## src/rtl/button_pkg.sv

```systemverilog
// rtl/button_pkg.sv - shared event codes, FSM states and sizing helper for button_gesture
package button_pkg;

  typedef enum logic [1:0] {
    EV_CLICK  = 2'd0,
    EV_DOUBLE = 2'd1,
    EV_LONG   = 2'd2,
    EV_REPEAT = 2'd3
  } ev_code_t;

  typedef enum logic [2:0] {
    IDLE   = 3'd0,
    PRESS1 = 3'd1,
    WAIT2  = 3'd2,
    PRESS2 = 3'd3,
    LHOLD  = 3'd4
  } gst_state_t;

  function automatic int max3(input int a, input int b, input int c);
    int m;
    m = (a > b) ? a : b;
    return (m > c) ? m : c;
  endfunction

endpackage

```

## src/rtl/button_gesture_ev_slot.sv

```systemverilog
// rtl/button_gesture_ev_slot.sv - one-entry valid/ready event holding register
// New events are dropped while the held one is stalled; drops set a sticky ovf.
module ev_slot
  import button_pkg::*;
(
  input  logic       clk,
  input  logic       rst,
  input  logic       push,
  input  ev_code_t   push_code,
  output logic       ev_valid,
  input  logic       ev_ready,
  output logic [1:0] ev_code,
  output logic       ovf,
  input  logic       ovf_clr
);

  logic slot_free;

  // A slot being handed off this cycle can take the new event immediately.
  assign slot_free = ~ev_valid | ev_ready;

  always_ff @(posedge clk or posedge rst) begin
    if (rst) begin
      ev_valid <= 1'b0;
      ev_code  <= 2'd0;
      ovf      <= 1'b0;
    end else begin
      if (push && slot_free) begin
        ev_valid <= 1'b1;
        ev_code  <= push_code;
      end else if (ev_ready) begin
        ev_valid <= 1'b0;
      end

      // A drop in the same cycle as a clear keeps ovf set.
      if (push && !slot_free) begin
        ovf <= 1'b1;
      end else if (ovf_clr) begin
        ovf <= 1'b0;
      end
    end
  end

endmodule

```

## src/rtl/button_gesture.sv

```systemverilog
// rtl/button_gesture.sv - classifies debounced presses into CLICK/DOUBLE/LONG/REPEAT events
module button_gesture
  import button_pkg::*;
#(
  parameter int LONG_TICKS   = 50_000_000,
  parameter int DBL_TICKS    = 25_000_000,
  parameter int REPEAT_TICKS = 10_000_000
) (
  input  logic       clk,
  input  logic       rst,
  input  logic       btn,
  output logic       ev_valid,
  input  logic       ev_ready,
  output logic [1:0] ev_code,
  output logic       ovf,
  input  logic       ovf_clr,
  output logic       busy
);

  localparam int CW = $clog2(max3(LONG_TICKS, DBL_TICKS, REPEAT_TICKS));
  localparam logic [CW-1:0] LONG_LAST = CW'(LONG_TICKS - 1);
  localparam logic [CW-1:0] DBL_LAST  = CW'(DBL_TICKS - 1);
  localparam logic [CW-1:0] REP_LAST  = CW'(REPEAT_TICKS - 1);

  gst_state_t    state;
  logic [CW-1:0] cnt;
  logic          btn_q;
  logic          rise;
  logic          emit;
  ev_code_t      emit_code;

  assign rise = btn & ~btn_q;
  assign busy = (state != IDLE);

  // Button changes are tested before terminal counts, so they win on boundary cycles.
  always_comb begin
    emit      = 1'b0;
    emit_code = EV_CLICK;
    case (state)
      PRESS1: begin
        if (btn && cnt == LONG_LAST) begin
          emit      = 1'b1;
          emit_code = EV_LONG;
        end
      end
      WAIT2: begin
        if (btn) begin
          emit      = 1'b1;
          emit_code = EV_DOUBLE;
        end else if (cnt == DBL_LAST) begin
          emit      = 1'b1;
          emit_code = EV_CLICK;
        end
      end
      LHOLD: begin
        if (btn && cnt == REP_LAST) begin
          emit      = 1'b1;
          emit_code = EV_REPEAT;
        end
      end
      default: begin
      end
    endcase
  end

  // btn_q resets high so a button held through reset needs a fresh press.
  always_ff @(posedge clk or posedge rst) begin
    if (rst) begin
      state <= IDLE;
      cnt   <= '0;
      btn_q <= 1'b1;
    end else begin
      btn_q <= btn;
      case (state)
        IDLE: begin
          if (rise) begin
            state <= PRESS1;
            cnt   <= '0;
          end
        end
        PRESS1: begin
          if (!btn) begin
            state <= WAIT2;
            cnt   <= '0;
          end else if (cnt == LONG_LAST) begin
            state <= LHOLD;
            cnt   <= '0;
          end else begin
            cnt <= cnt + CW'(1);
          end
        end
        WAIT2: begin
          if (btn) begin
            state <= PRESS2;
            cnt   <= '0;
          end else if (cnt == DBL_LAST) begin
            state <= IDLE;
            cnt   <= '0;
          end else begin
            cnt <= cnt + CW'(1);
          end
        end
        PRESS2: begin
          if (!btn) begin
            state <= IDLE;
            cnt   <= '0;
          end
        end
        LHOLD: begin
          if (!btn) begin
            state <= IDLE;
            cnt   <= '0;
          end else if (cnt == REP_LAST) begin
            cnt <= '0;
          end else begin
            cnt <= cnt + CW'(1);
          end
        end
        default: begin
          state <= IDLE;
          cnt   <= '0;
        end
      endcase
    end
  end

  ev_slot u_slot (
    .clk       (clk),
    .rst       (rst),
    .push      (emit),
    .push_code (emit_code),
    .ev_valid  (ev_valid),
    .ev_ready  (ev_ready),
    .ev_code   (ev_code),
    .ovf       (ovf),
    .ovf_clr   (ovf_clr)
  );

endmodule
```

## config.mk

```make
export PLATFORM = sky130hd
export DESIGN_NAME = button_gesture
export DESIGN_NICKNAME = d
export VERILOG_FILES = /design/src/rtl/button_pkg.sv /design/src/rtl/button_gesture_ev_slot.sv /design/src/rtl/button_gesture.sv
export SDC_FILE = /design/constraint.sdc
export NUM_CORES = 1
export LEC_CHECK = 0
export ABC_AREA = 1
export BUFFER_PORTS_ARGS = -buffer_cell sky130_fd_sc_hd__buf_2
export CAP_MARGIN = 20
export CORE_MARGIN = 2
export CORE_UTILIZATION = 55
export DETAILED_ROUTE_END_ITERATION = 10
export GPL_TIMING_DRIVEN = 1
export PLACE_DENSITY = 0.84
export SYNTH_ARGS = -nofsm -noshare
export SYNTH_HDL_FRONTEND = slang
export SYNTH_HIERARCHICAL = 1
export SYNTH_SLANG_ARGS = --single-unit
```

## constraint.sdc

```tcl
create_clock -name clk -period 2.9 [get_ports clk]
set_input_delay 0.145 -clock clk [delete_from_list [all_inputs] [get_ports clk]]
set_output_delay 0.145 -clock clk [all_outputs]
set_load 0.01 [all_outputs]
```

==> results of run 1 <==
==> registers in the layout (all words and copies together) (netlist names) <==
register and flops:
u_slot/ovf 1, u_slot/ev_code 2, u_slot/ev_valid 1, state 3
btn_q 1, cnt 26
==> logic make-up (layout without fill, tap and decap cells) <==
logic type | count (synthesis) | count (layout) | share of synthesized area (%)
AND/OR/NAND/NOR | 192 | 192 | 39.5
XOR/XNOR | 18 | 18 | 7.27
adder cells (fa/ha/maj) | 1 | 1 | 0.577
flip-flops | 34 | 34 | 39.3
buffers and inverters | 48 | 64 | 9.41
AO/OA/AOI/OAI | 15 | 15 | 3.92
==> stage by stage <==
step	utilization, %	hold slack, ps	instance area (um^2)	total power, mW
2_1_floorplan	-	-88.9	2170	0.948
3_3_place_gp	60.3	37.4	2240	0.997
3_5_place_dp	60.3	47.5	2240	1.01
4_1_cts	63.3	31.0	2350	1.38
5_1_grt	63.3	30.7	2350	1.47
6_report	63.3	33.7	2350	1.37
==> routing by layer <==
| metal | routed length, um | share of wire [%] | global-route usage [%] |
|---|---|---|---|
| met4 | 147 | 3.0 | 13.5 |
| met3 | 334 | 6.9 | 5.74 |
| met2 | 2180 | 45 | 39.8 |
| met1 | 2170 | 45 | 33.6 |
| met5 | 0 | 0 | 0 |
==> path summary, 6_finish.rpt <==
kind / start / end / depth (start not counted)
min in group asynchronous: rst / u_slot/ovf / 3
min reg2reg: u_slot/ev_code[0] / u_slot/ev_code[0] / 2
min: ovf_clr / u_slot/ovf / 2
max reg2reg: cnt[1] / cnt[25] / 10
max: btn / cnt[10] / 9
max in group asynchronous: rst / btn_q / 4
==> report_power, final <==
group,switching [mW],internal (mW)
Clock,0.177,0.191
Sequential,0.0339,0.517
Combinational,0.339,0.117
==> placed cells by master, fill, tap and decap left out, types with 2 or more instances in the layout <==
cell type,netlist,layout
inv_2,2,2
inv_1,42,42
nor3_1,11,11
nand4_1,10,10
dlygate4sd3_1,0,2
o21ai_0,8,8
a21oi_1,2,2
clkbuf_8,0,6
dfrtp_1,33,33
buf_2,1,9
nand3_1,27,27
xor2_1,17,17
nand2_2,4,4
nand3b_1,4,4
nand2_1,81,81
nor2_2,3,3
nor2_1,47,47
nor2_4,2,2
==> synth_stat cells, drive strengths merged <==
library cell,number,area share [%]
dfstp,1,1.2
buf,4,1.8
xor2,17,6.9
o31ai,1,0.35
o22ai,1,0.29
nand3b,4,1.4
nand3,28,6.7
ha,1,0.58
nand2,86,16
inv,44,7.6
nand4,10,2.9
nor3,11,2.5
a21oi,2,0.46
nor2,52,10
o21ai,10,2.5
a21o,1,0.35
xnor2,1,0.40
dfrtp,33,38
nor4,1,0.29
==> layout make-up <==
cell class / instances / area (um^2) / share of cell area [%]
Sequential cell: 34 / 852 / 36.2
Timing Repair Buffer: 12 / 72.6 / 3.08
Inverter: 44 / 165 / 7.02
Clock inverter: 1 / 5.00 / 0.213
Clock buffer: 7 / 86.3 / 3.67
Tap cell: 48 / 60.1 / 2.55
Multi-Input combinational cell: 226 / 1110 / 47.3
==> worst reg2reg max path: stages, from the launching register on <==
cell and delay (ps):
dfrtp_1 370, ha_1 190, nand2_2 80, nor2_4 130, nand2_2 100, nor2_1 90
nand3_1 110, nand3_1 160, nand3_2 290, nand2_1 160, o21ai_0 90
==> flow_summary.toml, run 1 <==
[die]
chipWidth_um = 66.8
core_area_um2 = 3720
rows = 22
ios = 10
start_util_pct = 58.4
dieArea_um2 = 4460
die_h_um = 66.8

[place]
dp.cells = 362
gp_congestion = 0.985
io_buffers = 9
dp_slack_ps = 1010
dpl.hpwl_mm = 3.43

[cts]
cts_hold_buf = 2
cts_setup_buffers = 0
clk_pin_slew_ps = 70
post_cts_resized = 0
insertion_delay_ps = 300
cts_made_buffers = 5
cts_sinks = 34
cts-root-buf = "clkbuf_8"
cts_max_level = 2
clock_path_buffers = 2
cts_tree = "built"

[worst_setup_path]
path_class = "input pin to register"
crit_family = "buffers and inverters"
cpPeakStageDelay_ps = 530
worstPathCellList = "dlygate4sd3_1, buf_2, inv_1, o21ai_2, nand2_4, inv_2, nand4_1, inv_2, nor2_1"
cp.required_ps = 3080
cp.arrival_ps = 2090
rrSetupSlack_ps = 1020
critPathMostFrequentCell = "inv_2"
crit_fanout = 17
endpoint_kind = "register"
slowest_stage = "dlygate4sd3_1"
startpoint_type = "input pin"
crit_buf_inv = 5

[timing]
finalMaxSlewViolations = 0
period_needed_ps = 1910
fin_skew_ps = 4.84
rsz0062_at_grt = "no"
period_share_pct = 65.9
setup_viol = 0
finalWorstSetupSlack_ps = 990
tns_ps = 0
worst_pin_slew_ps = 476
max_freq_mhz = 523
hold_viol_final = 0
relSlewSlack_pct = 68.0

[finish]
layout-drive-gt1-share_pct = 9.88
area_growth_pct = 8.54
fin_cells = 372
diodes = 0
fillCellCount = 354
nets = 329

[global_routing]
grt_overflow_total = 0
grt_pass1_vias = 1874
grt_max_degree = 31
grt_usage_pct = 25.7
grt_pass1_wl_mm = 8.42
antenna_found_initial = 0

[drt]
drc = 0
drtIter0Drc = 178
ant_nets = 0
route.final.wire_length_mm = 4.83
drt_first_pass_iters = 5
viasPerCell = 5.43
num_vias = 2020
post_drt_wl_per_cell_um = 13.0

[flow_run]
maxCapViolations = 0

[logic_synthesis]
ys.warnings.count = 6
yosysSeqAreaShare_pct = 39.3
synthesis.area_um2 = 2170
synth_fp_nets = 314
synth_cell_type_count = 28
ys_ff_latch = 34
synth_cells = 308
avgSynthCellArea_um2 = 7.04

[worst_hold_path]
holdCritPathClass = "input pin to register"

[pwr]
p_leak_nw = 1.14
pwr_density_cell_nw_per_um2 = 584
peakVddDrop_mv = 0.352

[run_status]
outcome = "finished clean"
Note: power is estimated with default switching activity, not from simulation.
==> run 2: changes to the inputs <==
- clock period: 2.9 -> 1.8 ns (I/O delays scaled with it)
==> run 2 against run 1 <==
Clock skew is 1.3 ps higher. Via count increased by 9.3%. Global-route usage increased by 0.056 points. Largest power group is now combinational cells. Final cell count up 5.9%. Core utilization is 8.6 points higher. Highest routed layer unchanged. The run now ends with setup timing left. Largest cell class unchanged.
==> flow_summary.toml, run 2 (synthesis results as in run 1) <==
[worst_hold_path]
holdCritPathClass = "input pin to register"

[global_routing]
grt_usage_pct = 25.8
grt_overflow_total = 0
grt_max_degree = 31
grt_pass1_vias = 2008
antenna_found_initial = 0
grt_pass1_wl_mm = 8.65

[pwr]
peakVddDrop_mv = 0.466
total_power_mw = 2.74
p_leak_nw = 1.27
pwr_density_cell_nw_per_um2 = 1020

[drt]
num_vias = 2208
viasPerCell = 5.60
drt_first_pass_iters = 4
drc = 0
post_drt_wl_per_cell_um = 14.5
route.final.wire_length_mm = 5.72
ant_nets = 0
drtIter0Drc = 175

[place]
dp.cells = 374
gp_congestion = 1.01
io_buffers = 9
postPlaceCellArea_um2 = 2340
dpl.hpwl_mm = 3.71

[flow_run]
maxCapViolations = 0

[timing]
period_share_pct = 101
relSlewSlack_pct = 72.1
finalMaxSlewViolations = 0
hold_viol_final = 0
max_freq_mhz = 548
rsz0062_at_grt = "yes"
fin_skew_ps = 6.18
worst_pin_slew_ps = 414
finalWorstSetupSlack_ps = -24.7
period_needed_ps = 1820
tns_ps = -116
setup_viol = 7

[cts]
cts_tree = "built"
cts_made_buffers = 5
clk_pin_slew_ps = 70
cts-root-buf = "clkbuf_8"
insertion_delay_ps = 300
cts_max_level = 2
cts_sinks = 34
clock_path_buffers = 2

[die]
die_h_um = 66.8
dieArea_um2 = 4460
start_util_pct = 58.4
chipWidth_um = 66.8
core_area_um2 = 3720
ios = 10
rows = 22

[finish]
stdcell_area_um2 = 2670
layout_commonest_cell = "nand2_1"
largest_reg_flops = 26
diodes = 0
nets = 351
layout-drive-gt1-share_pct = 22.0
top_register = "cnt"
area_growth_pct = 23.3
reg_top3 = "cnt (26), state (3), u_slot/ev_code (2)"
fin_cells = 394
fillCellCount = 292
layout_common_cells = "77 x nand2_1, 41 x inv_1, 41 x nor2_1"

[worst_setup_path]
cp.required_ps = 1990
cp.arrival_ps = 2020
path_class = "register to register"
endpoint_kind = "register"
crit_fanout = 4
startpoint_type = "register"

[run_status]
outcome = "complete, but fails checks"
violations = "setup timing"
run 2: cell types whose count changed in the layout (fill, tap and decap cells not counted), sizes merged:
cell / change
buf: +19
bufinv: +1
clkbuf: -2
clkinv: +1
clkinvlp: +1
dlygate4sd3: +1
nand3: +1
run 2: worst paths after layout:
kind                                   start                 to  slack, ps  cells past startpoint
min in group asynchronous                rst    u_slot/ev_valid        220                      3
min                                 ev_ready    u_slot/ev_valid         90                      4
max                                   cnt[0]            cnt[22]        -20                     12
max in group asynchronous                rst              btn_q       1050                      4
max reg2reg                           cnt[0]            cnt[22]        -20                     12
min reg2reg                u_slot/ev_code[0]  u_slot/ev_code[0]        480                      2
run 2: where the power goes:
group	internal, mW	total, mW	switching, mW
clock network	0.407	0.699	0.291
registers	0.833	0.887	0.0545
logic	0.411	1.15	0.740
run 2: critical path, stage by stage (launching register included):
cell     delay, ps
dfrtp_1        350
ha_2           200
nand2_2         80
nor2_4         140
nand2_2        110
nor2_2         130
nand3_2        100
nand3_2        130
nand4_1         90
buf_4          170
buf_4          130
nand2_1         50
nor2_1          30
run 2: final cells by class:
class / instances / area [um^2] / share of cell area (%)
multi-input combinational: 227 / 1240 / 46.3
clock buffer: 5 / 68.8 / 2.57
timing repair buffer: 32 / 238 / 8.89
timing repair inverter: 1 / 7.51 / 0.281
tap: 48 / 60.1 / 2.25
sequential: 34 / 853 / 31.9
inverter: 44 / 168 / 6.27
clock inverter: 3 / 40.0 / 1.50
run 2: what timing repair did:
item / in CTS / in global routing
resized for setup: 4 / 26
setup endpoints to repair: 21 / 33
hold endpoints to repair: 35 / 0
setup buffers: 0 / 7
pin swaps: 1 / 2
hold buffers: 3 / 0
gates cloned: 0 / 2
run 2: metrics by stage:
| stage | utilization (%) | worst slack [ps] | hold slack [ps] |
|---|---|---|---|
| floorplan | - | 106 | -144 |
| global placement | 63.1 | 35.3 | -18.4 |
| detailed placement | 63.1 | -60.2 | -4.18 |
| CTS | 67.2 | -33.3 | 84.1 |
| global route | 72.0 | -138 | 128 |
| finish | 72.0 | -24.7 | 93.5 |
run 2: metal layers:
metal	up-vias	global-route usage, %	routed length, um
li1	1047	-	-
met1	1027	32.5	2280
met2	104	42.4	2770
met3	30	5.57	418
met4	0	11.5	254
met5	-	0	0
==> run 3: changes to the inputs <==
- CTS_CLUSTER_DIAMETER: unset -> 30
- clock period: 1.8 -> 1.7 ns (I/O delays scaled with it)
==> run 3 against run 2 <==
The flow still finishes with violations (setup timing). Critical path depth down 1. Design area up 5.1%. Via count is 1.3% higher. Setup slack worse by 81 ps. Highest routed layer unchanged. Worst hold slack better by 33 ps. Sequential power up 5.3%. Clock power is 0.7% higher. Sequential share of layout area decreased by 1.6 points. Die area stayed put. Critical endpoint unchanged. Final cell count is 3.8% higher. Core utilization rose by 3.7 points. Fmax is 1.0% higher.
==> flow_summary.toml, run 3 (synthesis results as in run 1) <==
[finish]
layout-drive-gt1-share_pct = 27.1
stdcell_area_um2 = 2810
diodes = 0
nets = 366
largest_reg_flops = 26
fillCellCount = 265
top_register = "cnt"
layout_commonest_cell = "nand2_1"
seqCellArea_um2 = 853
layout_common_cells = "74 x nand2_1, 41 x nor2_1, 40 x inv_1"
fin_cells = 409
area_growth_pct = 29.7
reg_top3 = "cnt (26), state (3), u_slot/ev_code (2)"
multiInputGateArea_um2 = 1250

[timing]
relSlewSlack_pct = 74.2
rsz0062_at_grt = "yes"
fin_skew_ps = 8.66
hold_viol_final = 0
setup_viol = 21
finalMaxSlewViolations = 0
tns_ps = -1370
period_needed_ps = 1810
finalWorstSetupSlack_ps = -106
worst_pin_slew_ps = 383
period_share_pct = 106
max_freq_mhz = 554

[worst_setup_path]
crit_fanout = 5
reg2reg_to = "cnt[22]"
r2r-start = "cnt[13]"
rrSetupSlack_ps = -110
startpoint_type = "register"
cp.arrival_ps = 2000
cp.required_ps = 1890
rr_worst_depth = 11
endpoint_kind = "register"
path_class = "register to register"

[die]
ios = 10
die_h_um = 66.8
dieArea_um2 = 4460
rows = 22
core_area_um2 = 3720
chipWidth_um = 66.8
start_util_pct = 58.4

[place]
gp_congestion = 0.951
dp_slack_ps = -162
dpl.hpwl_mm = 3.76
postPlaceCellArea_um2 = 2430
dp.cells = 386
io_buffers = 9

[pwr]
switching_share_pct = 39.2
total_power_mw = 2.89
pwr_density_cell_nw_per_um2 = 1030
peakVddDrop_mv = 0.511
pwr-share-clk_pct = 24.3
p_leak_nw = 1.37
switching_power_mw = 1.13
p_int_mw = 1.76
seqPwrFrac_pct = 32.3
share_comb_of_total_power_pct = 43.4

[cts]
cts_max_level = 2
cts_sinks = 34
clk_pin_slew_ps = 70
clock_path_buffers = 2
cts_made_buffers = 5
cts_tree = "built"
cts-root-buf = "clkbuf_8"
insertion_delay_ps = 290

[drt]
num_vias = 2236
drc = 0
viasPerCell = 5.47
wl_met1_mm = 2.36
drtIter0Drc = 243
ant_nets = 0
wl_met2_mm = 2.78
highest_layer = "met4"
post_drt_wl_per_cell_um = 14.2
drt_first_pass_iters = 5
dr_wl_met3_um = 427
route.final.wire_length_mm = 5.82

[global_routing]
grt_pass1_wl_mm = 9.10
antenna_found_initial = 0
grt_max_degree = 31
grt_usage_pct = 27.3
grt_pass1_vias = 2033
grt_overflow_total = 0

[flow_run]
maxCapViolations = 0

[run_status]
outcome = "complete, but fails checks"
violations = "setup timing"

[worst_hold_path]
hold_end = "u_slot/ev_valid"
min_path_cells = 4
holdCritPathClass = "input pin to register"
worstHoldStart = "ev_ready"
[run 3: cell types whose count changed in the layout (fill, tap and decap cells not counted), sizes merged]
cell	previous run	this run
bufinv	1	0
clkbuf	5	8
nand3	29	28
clkinv	2	0
buf	29	45
[run 3: power groups by stage]
stage          sequential, mW  combinational (mW)  clock [mW]
2_1_floorplan           0.955               0.662           0
3_3_place_gp            0.941               0.962           0
3_5_place_dp            0.944               0.976           0
4_1_cts                 0.930                1.15       0.714
5_1_grt                 0.940                1.36       0.749
6_report                0.934                1.26       0.704
[run 3: area by class of cell]
type,count,share of cell area [%]
well taps,48,2.14
multi-input cells,226,44.4
repair buffers,48,13.0
inverters,44,5.96
repair inverters,1,0.267
flip-flops and latches,34,30.4
clock buffers,8,3.92
[run 3: timing repair]
item,4_1_cts,5_1_grt
setup endpoints to repair,32,33
gates resized for setup,21,22
hold buffers,3,0
gates cloned,1,0
hold endpoints to repair,35,0
buffers inserted,3,8
pin swaps,10,7
[run 3: worst max-delay path by stage]
stage | from | endpoint | slack (ps)
finish | cnt[13] | cnt[22] | -110
floorplan | cnt[0] | u_slot/ev_code[0] | 6
detailed placement | cnt[0] | u_slot/ev_code[1] | -160
CTS | cnt[0] | cnt[22] | -60
global route | state[0] | u_slot/ev_code[1] | -230
global placement | cnt[0] | u_slot/ev_code[0] | -60
[run 3: per-layer routing]
metal,vias to the layer above,global-route usage (%)
li1,1070,-
met1,1017,33.4
met2,116,46.5
met3,33,5.74
met4,0,11.0
met5,-,0
[run 3: critical path, stage by stage, from the launching register on]
cell	delay, ps
dfrtp_2	420
nand2_1	120
nor2_2	160
nand2_1	70
nor2_1	220
nand3_4	130
nand2_2	120
nand4_1	120
buf_6	160
buf_6	110
nand2_2	40
nor2_1	40
[run 3: per-stage QoR]
| stage | hold slack, ps | util (%) |
|---|---|---|
| after floorplan | -149 | - |
| after global placement | -22.8 | 65.5 |
| after detailed placement | -17.2 | 65.5 |
| after CTS | 116 | 71.8 |
| after global routing | 167 | 75.7 |
| final | 126 | 75.7 |
